$ cat config.mk
export PLATFORM = sky130hd
export DESIGN_NAME = rv32i_fetch
export DESIGN_NICKNAME = d
export VERILOG_FILES = /design/src/rtl/rv32i_fetch_pkg.sv /design/src/rtl/rv32i_fetch_fifo.sv /design/src/rtl/rv32i_fetch.sv
export SDC_FILE = /design/constraint.sdc
export NUM_CORES = 1
export LEC_CHECK = 0
export CAP_MARGIN = 20
export CORE_UTILIZATION = 30
export CTS_CLUSTER_DIAMETER = 80
export CTS_CLUSTER_SIZE = 8
export DETAILED_ROUTE_END_ITERATION = 12
export PLACE_DENSITY_LB_ADDON = 0.05
export REMOVE_ABC_BUFFERS = 1
export SYNTH_ARGS = -nofsm -noshare
export SYNTH_HDL_FRONTEND = slang
export SYNTH_SLANG_ARGS = --single-unit
$ cat constraint.sdc
create_clock -name clk -period 2.5 [get_ports clk]
set_input_delay 0.5 -clock clk [delete_from_list [all_inputs] [get_ports clk]]
set_output_delay 0.5 -clock clk [all_outputs]
set_load 0.005 [all_outputs]
$ cat src/rtl/rv32i_fetch_pkg.sv
// rv32i_fetch_pkg: shared types and constants for the rv32i instruction fetch unit
package rv32i_fetch_pkg;

    typedef enum logic {RUN, DRAIN} fetch_state_e;

    typedef struct packed {
        logic [31:0] pc;
        logic [31:0] instr;
    } fetch_entry_t;

    localparam logic [31:0] PC_STEP = 32'd4;

endpackage

$ cat src/rtl/rv32i_fetch_fifo.sv
// rv32i_fetch_fifo: synchronous queue of fetch entries with flush and a registered head entry
module rv32i_fetch_fifo
    import rv32i_fetch_pkg::*;
#(
    parameter int DEPTH = 2,
    localparam int AW = $clog2(DEPTH),
    localparam int CW = AW + 1
) (
    input  logic          clk,
    input  logic          rst_n,
    input  logic          flush,
    input  logic          push,
    input  fetch_entry_t  push_data,
    input  logic          pop,
    output logic [CW-1:0] count,
    output fetch_entry_t  head
);

    fetch_entry_t mem_q [DEPTH];
    fetch_entry_t mem_d [DEPTH];
    logic [AW-1:0] rd_q, rd_d, wr_q, wr_d;
    logic [CW-1:0] count_q, count_d;
    fetch_entry_t head_q, head_d;

    // Write at the tail, advance on pop, flush empties; head is preloaded from the next-state storage
    always_comb begin
        mem_d = mem_q;
        if (push && !flush) mem_d[wr_q] = push_data;
        rd_d = flush ? '0 : rd_q + AW'(pop);
        wr_d = flush ? '0 : wr_q + AW'(push);
        count_d = flush ? '0 : count_q + CW'(push) - CW'(pop);
        head_d = mem_d[rd_d];
    end

    // Storage, pointers and head register; reset clears contents so outputs read zero
    always_ff @(posedge clk) begin
        if (!rst_n) begin
            for (int i = 0; i < DEPTH; i++) mem_q[i] <= '0;
            rd_q <= '0;
            wr_q <= '0;
            count_q <= '0;
            head_q <= '0;
        end else begin
            mem_q <= mem_d;
            rd_q <= rd_d;
            wr_q <= wr_d;
            count_q <= count_d;
            head_q <= head_d;
        end
    end

    assign count = count_q;
    assign head = head_q;

endmodule

$ cat src/rtl/rv32i_fetch.sv
// rv32i_fetch: request/response instruction fetch with a prefetch queue and redirect flush.
// Defining RV32I_FETCH_PERF_EN adds saturating stall and flush performance counters.
module rv32i_fetch
    import rv32i_fetch_pkg::*;
#(
    parameter int          FIFO_DEPTH = 2,
    parameter logic [31:0] RESET_PC   = 32'h0000_0000
) (
    input  logic        clk,
    input  logic        rst_n,
    input  logic        redirect_valid,
    input  logic [31:0] redirect_pc,
    output logic        imem_req_valid,
    input  logic        imem_req_ready,
    output logic [31:0] imem_req_addr,
    input  logic        imem_rsp_valid,
    input  logic [31:0] imem_rsp_data,
    output logic        instr_valid,
    input  logic        instr_ready,
    output logic [31:0] instr,
    output logic [31:0] instr_pc
`ifdef RV32I_FETCH_PERF_EN
    ,
    output logic [31:0] perf_stall_cnt,
    output logic [31:0] perf_flush_cnt
`endif
);

    localparam int CW = $clog2(FIFO_DEPTH) + 1;
    localparam logic [CW-1:0] DEPTH_C = CW'(FIFO_DEPTH);

    fetch_state_e state_q, state_d;
    logic [31:0] fetch_pc_q, fetch_pc_d, rsp_pc_q, rsp_pc_d, target;
    logic [CW-1:0] out_q, out_d, count;
    logic req_fire, push, pop, credit;
    fetch_entry_t push_entry, head;

    assign target = {redirect_pc[31:2], 2'b00};
    assign credit = (out_q + count) < DEPTH_C;
    assign push_entry = '{pc: rsp_pc_q, instr: imem_rsp_data};
    assign instr_valid = count != '0;
    assign instr = head.instr;
    assign instr_pc = head.pc;

    // Issue credit, in-flight tracking and RUN/DRAIN transitions; stale responses are dropped while draining
    always_comb begin
        imem_req_valid = rst_n && state_q == RUN && credit && !redirect_valid;
        imem_req_addr = fetch_pc_q;
        req_fire = imem_req_valid && imem_req_ready;
        push = state_q == RUN && imem_rsp_valid && !redirect_valid;
        pop = instr_valid && instr_ready;
        out_d = out_q + CW'(req_fire) - CW'(imem_rsp_valid);
        fetch_pc_d = redirect_valid ? target : req_fire ? fetch_pc_q + PC_STEP : fetch_pc_q;
        rsp_pc_d = redirect_valid ? target : push ? rsp_pc_q + PC_STEP : rsp_pc_q;
        state_d = (redirect_valid || state_q == DRAIN) ? (out_d != '0 ? DRAIN : RUN) : RUN;
    end

    // Fetch state and PC registers
    always_ff @(posedge clk) begin
        if (!rst_n) begin
            state_q <= RUN;
            fetch_pc_q <= RESET_PC;
            rsp_pc_q <= RESET_PC;
            out_q <= '0;
        end else begin
            state_q <= state_d;
            fetch_pc_q <= fetch_pc_d;
            rsp_pc_q <= rsp_pc_d;
            out_q <= out_d;
        end
    end

    rv32i_fetch_fifo #(.DEPTH(FIFO_DEPTH)) u_fifo (
        .clk       (clk),
        .rst_n     (rst_n),
        .flush     (redirect_valid),
        .push      (push),
        .push_data (push_entry),
        .pop       (pop),
        .count     (count),
        .head      (head)
    );

    // A response with nothing outstanding means the memory broke the protocol
    assert property (@(posedge clk) disable iff (!rst_n) !(imem_rsp_valid && out_q == '0));

`ifdef RV32I_FETCH_PERF_EN
    logic [31:0] stall_q, stall_d, flush_q, flush_d;

    // Saturating counters for decode starvation cycles and redirects
    always_comb begin
        stall_d = stall_q + 32'(instr_ready && !instr_valid && stall_q != '1);
        flush_d = flush_q + 32'(redirect_valid && flush_q != '1);
    end

    // Performance counter registers
    always_ff @(posedge clk) begin
        if (!rst_n) begin
            stall_q <= '0;
            flush_q <= '0;
        end else begin
            stall_q <= stall_d;
            flush_q <= flush_d;
        end
    end

    assign perf_stall_cnt = stall_q;
    assign perf_flush_cnt = flush_q;
`endif

endmodule
==> qor.csv, run 1 <==
metric;value;unit
outcome;complete, no violations;
fill_cells;3618;
row_count;69;
clkTransAtPathRegs;0.05;ns
drv_slew;0;
critPathLaunchType;flip-flop;
fin_crit;2.29;ns
fmax;437;MHz
syn_inst;1333;
endpoint_kind;output pin;
layout_worst_path_cycle_share;0.915;
antenna_found_initial;1;
die_w;194;um
synth-seq-area-share;0.469;
die-area;0.0376;mm2
fin_util;0.411;
post-route-drc-count;0;
ys_seq_elements;259;
hold_viol_final;0;
drive_above_1_share;0.0974;
final.setup.tns;0;ns
cts-root-buf;clkbuf_16;
core;0.0359;mm2
p_leak;0.00528;uW
clockBufferDepth;3;
wl;36600;um
viasPerCell;5.16;
first_iter_violations;497;
insertion_delay;0.52;ns
dr_total_vias;10100;
yosys.cell_count.top_type;nand2_1;
power;10700;uW
setup_viol;0;
synth_area_per_cell;8.29;um2
grt_max_degree;66;
hold_depth;2;
io_buffers;163;
syn_to_final_growth;33.4;%
synth_edf_count;0;
whs;0.447;ns
synthTopCellsByArea;dfxtp_1 47%, nand2_1 11%, a21oi_1 7.8%, or3_1 7.1%, o2111a_1 6.3%;
r2r.worst_path.cells;5;
htreeDepth;2;
grt_pass1_wl;57800;um
relSlewSlack;0.511;
grtUsageTotal;0.193;
dpl.hpwl;23000;um
max_cap_violations;0;
tightest_slew;0.734;ns
cts_hold_buf;0;
gp_congestion;0.765;
initial_core_util;0.308;
hold_class;reg -> reg;
grt_pass1_vias;9726;
crit_fanout;3;
fin_skew;0.0190;ns
final_antenna_net_count;0;
synthDistinctLibCells;58;
whs_endpoint;u_fifo.mem_q[76]$_SDFF_PN0_;
yosysTopAreaCellShare;0.469;
irDropWorstVdd;366;uV
crit_required;2.00;ns
overflow;0;
r2r-end;imem_req_addr[31]$_SDFFE_PN0P_;
placed_cells;1914;
critPathKind;reg -> out;
synth_area;0.0111;mm2
numCtsBuffers;38;
r2r-start;imem_req_addr[14]$_SDFFE_PN0P_;
power_density;727;mW/mm2
cts_sinks;259;
wire_per_inst;18.7;um
slowest_stage;clkdlybuf4s50_1;
rsz0062_at_grt;false;
synth_top_area_cell;dfxtp_1;
nets;1572;
ios;168;
dr.pass1.iters;5;
slowest_delay;0.46;ns
synth_ff_type;dfxtp_1;
hold_start;u_fifo.mem_q[76]$_SDFF_PN0_;
synth_common_cells;314 x nand2_1, 259 x dfxtp_1, 172 x a21oi_1;
die_h;194;um
r2r_slack;0.22;ns
yosys_warnings;0;
path_cells;buf_4 > or2_2 > clkdlybuf4s50_1;
critPathArrivalTime;1.79;ns
stdcell_count;1961;
tritoncts;done;
async_flop_share;0;
-- cell families after synthesis --
group,share of synthesized area
AO/OA/AOI/OAI,0.188
XOR/XNOR,0.0308
adder cells (fa/ha/maj),0.00679
buffers and inverters,0.0456
flip-flops,0.469
multiplexers,0.00373
other,0.000339
AND/OR/NAND/NOR,0.256
-- layer usage --
metal,global-route usage,up-vias,share of wire
li1,-,5033,-
met1,0.269,4799,0.48
met2,0.307,236,0.45
met3,0.0372,46,0.049
met4,0.0456,0,0.015
met5,0,-,0
-- layout make-up --
cell class / instances / area [um2] / area share
multi-input cells: 948 / 5430 / 0.368
flip-flops and latches: 259 / 5190 / 0.352
repair buffers: 240 / 2460 / 0.167
clock buffers: 42 / 1030 / 0.0698
well taps: 461 / 577 / 0.0391
inverters: 9 / 36.3 / 0.00246
clock inverters: 1 / 30.0 / 0.00204
diodes: 1 / 2.50 / 0.000170
-- repair_timing --
action,CTS,global route
endpoints found under the setup margin,1,1
pin swaps,1,3
setup buffers,1,2
hold endpoints to repair,0,0
resized for setup,3,4
-- power breakdown --
| part | switching (uW) | internal [uW] | total, uW | leakage, uW |
|---|---|---|---|---|
| Combinational | 709 | 742 | 1450 | 0.00265 |
| Sequential | 168 | 4360 | 4530 | 0.00211 |
| Clock | 1770 | 2960 | 4730 | 0.000521 |
| Total | 2650 | 8070 | 10700 | 0.00528 |
-- worst max-delay path by stage --
stage / startpoint / endpoint / cells past startpoint
after floorplan: redirect_valid / u_fifo.head[14]$_SDFF_PN0_ / 5
after global placement: redirect_valid / state_q$_SDFF_PN0_ / 13
after detailed placement: redirect_valid / state_q$_SDFF_PN0_ / 13
after CTS: redirect_valid / imem_req_valid / 5
after global routing: out_q[1]$_SDFF_PN0_ / state_q$_SDFF_PN0_ / 13
final: u_fifo.count[1]$_SDFF_PP0_ / instr_valid / 3
-- worst max-delay path: cells and delay by family, from the launching register on --
family                 cells  cell delay [ns]
flip-flops                 1             0.33
AND/OR/NAND/NOR            1             0.33
buffers and inverters      2             0.61
-- per-stage QoR --
stage / instance area (um2) / setup WS [ns]
detailed placement: 13600 / -0.169
global route: 14700 / 0.0757
finish: 14700 / 0.212
CTS: 14700 / 0.000827
floorplan: 10600 / -2.17
global placement: 13600 / -0.135
-- state kept, by name, summed over array words and instances, names as in the netlist --
signal,cells
u_fifo.count,2
u_fifo.head,64
imem_req_addr,30
u_fifo.wr_q,1
out_q,2
rsp_pc_q,30
u_fifo.mem_q,128
state_q,1
u_fifo.rd_q,1
-- cells in the final DEF (no fill, tap or decap), types with 26 or more instances in the layout --
| master | synthesis | layout |
|---|---|---|
| clkbuf_16 | 0 | 41 |
| clkdlybuf4s50_1 | 0 | 161 |
| buf_4 | 3 | 58 |
| o2111a_1 | 62 | 62 |
| nand3_1 | 29 | 29 |
| dfxtp_1 | 259 | 258 |
| nand2_1 | 314 | 312 |
| a21oi_1 | 172 | 172 |
| or3_1 | 126 | 126 |
| xor2_1 | 28 | 28 |
| nand4_1 | 26 | 26 |
| o21ai_0 | 28 | 28 |
(Power assumes the default switching activity.)
==> run 2: changes to the inputs <==
- CTS_CLUSTER_SIZE: 8 -> unset
==> qor.csv, run 2 (synthesis gave the netlist of run 1 again) <==
metric;value;unit;change
outcome;complete, no violations;;
cp_num_buf_inv;2;;unchanged
p_leak;0.00523;uW;-0.93%
insertion_delay;0.56;ns;+0.04 ns
die-area;0.0376;mm2;unchanged
grt_pass1_vias;9687;;-0.40%
dr.pass1.iters;5;;unchanged
drive_above_1_share;0.0999;;+0.00254
fin_skew;0.00832;ns;-0.0107 ns
viasPerCell;5.16;;about the same
grt_pass1_wl;57800;um;about the same
overflow;0;;unchanged
post-route-drc-count;0;;unchanged
cts_sinks;259;;unchanged
critPathArrivalTime;1.83;ns;+0.04 ns
crit_family;buffers and inverters;;
clockBufferDepth;3;;unchanged
fmax;430;MHz;-1.7%
layout_worst_path_cycle_share;0.931;;+0.0162
dr_total_vias;10200;;+0.56%
core;0.0359;mm2;unchanged
irDropWorstVdd;496;uV;+36%
row_count;69;;unchanged
antenna_found_initial;1;;unchanged
hold_class;reg -> reg;;
design_area;0.0147;mm2;-0.59%
cts-root-buf;clkbuf_16;;
gp_congestion;0.765;;unchanged
dpl.hpwl;23000;um;unchanged
wl;36700;um;+0.15%
r2r-end;imem_req_addr[31]$_SDFFE_PN0P_;;
crit_fanout;3;;unchanged
rsz0062_at_grt;false;;
p_sw;2670;uW;+0.66%
initial_core_util;0.308;;unchanged
slowest_stage;clkdlybuf4s50_1;;
nets;1565;;-0.45%
post_dp_cell_area;0.0136;mm2;unchanged
final_common_cell;nand2_1;;
die_w;194;um;unchanged
tightest_slew;0.739;ns;+0.00533 ns
clkTransAtPathRegs;0.06;ns;about the same
path_cells;buf_4 > or2_2 > clkdlybuf4s50_1;;
io_buffers;163;;unchanged
numCtsBuffers;31;;-18%
critPathKind;reg -> out;;
crit_required;2.00;ns;about the same
ios;168;;unchanged
relSlewSlack;0.507;;-0.00355
intPower;7670;uW;-4.9%
path_depth;3;;unchanged
setup_viol;0;;unchanged
fin_crit;2.33;ns;+0.0404 ns
fin_util;0.408;;-0.00240
die_h;194;um;unchanged
crit_path_start;u_fifo.count[1]$_SDFF_PP0_;;
p_clk_frac;0.422;;-0.020
critPathLaunchType;flip-flop;;
mostFrequentLayoutCells;312 x nand2_1, 257 x dfxtp_1, 172 x a21oi_1, 161 x clkdlybuf4s50_1, 126 x or3_1;;
hold_viol_final;0;;unchanged
seqPwrFrac;0.438;;+0.015
swShare;0.258;;+0.0107
tritoncts;done;;
drv_slew;0;;unchanged
r2r.worst_path.cells;5;;unchanged
htreeDepth;1;;-1
largest_register_ffs;128;;unchanged
grtUsageTotal;0.192;;-0.00141
endpoint_kind;output pin;;
endpoint;instr_valid;;
grt_max_degree;66;;unchanged
top_register;u_fifo.mem_q;;
wire_per_inst;18.6;um;-0.46%
dp_slack;-0.169;ns;unchanged
first_iter_violations;536;;+7.8%
final_antenna_net_count;0;;unchanged
power_density;705;mW/mm2;-3.0%
r2r_slack;0.23;ns;about the same
max_cap_violations;0;;unchanged
combPwrFrac;0.140;;+0.005
final.setup.tns;0;ns;unchanged
setup_ws;0.172;ns;-0.0404 ns
slowest_delay;0.46;ns;about the same
syn_to_final_growth;32.6;%;
r2r-start;imem_req_addr[14]$_SDFFE_PN0P_;;
[run 2: changes by cell type in the layout (fill, tap and decap cells not counted), moves of 6 or more]
cell       previous run  this run
clkinv_2              0         6
clkbuf_16            41        31
clkbuf_1              1         8
clkbuf_8              0         7
[run 2: worst reg2reg max path, cell delays in order, from the launching register on]
cell and delay (ns):
dfxtp_1 0.42, nand4_1 0.22, or4_1 0.65, nor4_1 0.41, mux2i_1 0.14, a221o_1 0.31
[run 2: through the flow]
step	hold slack (ns)	instances	power, uW
4_1_cts	0.442	1972	10500
2_1_floorplan	0.432	1216	5200
3_3_place_gp	0.437	1914	6060
3_5_place_dp	0.442	1914	6060
6_report	0.447	1973	10300
5_1_grt	0.463	1972	10800
[run 2: power by group through the flow]
stage	clock, uW	combinational, uW	sequential [uW]
2_1_floorplan	0	608	4590
3_3_place_gp	0	1450	4610
3_5_place_dp	0	1440	4610
4_1_cts	4520	1470	4530
5_1_grt	4660	1590	4550
6_report	4360	1450	4520
[run 2: worst min path at each step]
| stage | end | slack [ns] | depth (start not counted) | from |
|---|---|---|---|---|
| after floorplan | u_fifo.mem_q[0]$_SDFF_PN0_ | 0.43 | 2 | u_fifo.mem_q[0]$_SDFF_PN0_ |
| after global placement | u_fifo.mem_q[23]$_SDFF_PN0_ | 0.44 | 2 | u_fifo.mem_q[23]$_SDFF_PN0_ |
| after detailed placement | u_fifo.mem_q[92]$_SDFF_PN0_ | 0.44 | 2 | u_fifo.mem_q[92]$_SDFF_PN0_ |
| after CTS | u_fifo.mem_q[56]$_SDFF_PN0_ | 0.44 | 4 | rst_n |
| after global routing | u_fifo.mem_q[86]$_SDFF_PN0_ | 0.46 | 2 | u_fifo.mem_q[86]$_SDFF_PN0_ |
| final | u_fifo.mem_q[76]$_SDFF_PN0_ | 0.45 | 2 | u_fifo.mem_q[76]$_SDFF_PN0_ |
[run 2: per-layer routing]
layer	vias to the layer above	share of wire	global-route usage
met5	-	0	0
met4	0	0.015	0.0344
met3	34	0.048	0.0317
met2	225	0.46	0.310
met1	4878	0.48	0.270
li1	5034	-	-
[run 2: repair_timing]
action,4_1_cts,5_1_grt
gates resized for setup,7,0
setup endpoints to repair,1,0
buffers inserted,3,0
hold buffers,0,0
[run 2: cell type report]
type	instances	area [um2]
Fill cell	3641	21300
Multi-Input combinational cell	948	5430
Sequential cell	259	5190
Timing Repair Buffer	240	2460
Clock buffer	46	902
Tap cell	461	577
Clock inverter	9	76.3
Inverter	9	36.3
Antenna cell	1	2.50
==> run 3: changes to the inputs <==
- SLEW_MARGIN: unset -> 20
==> results of run 3 <==
The final DEF is identical to that of run 2; final timing and power are the same.
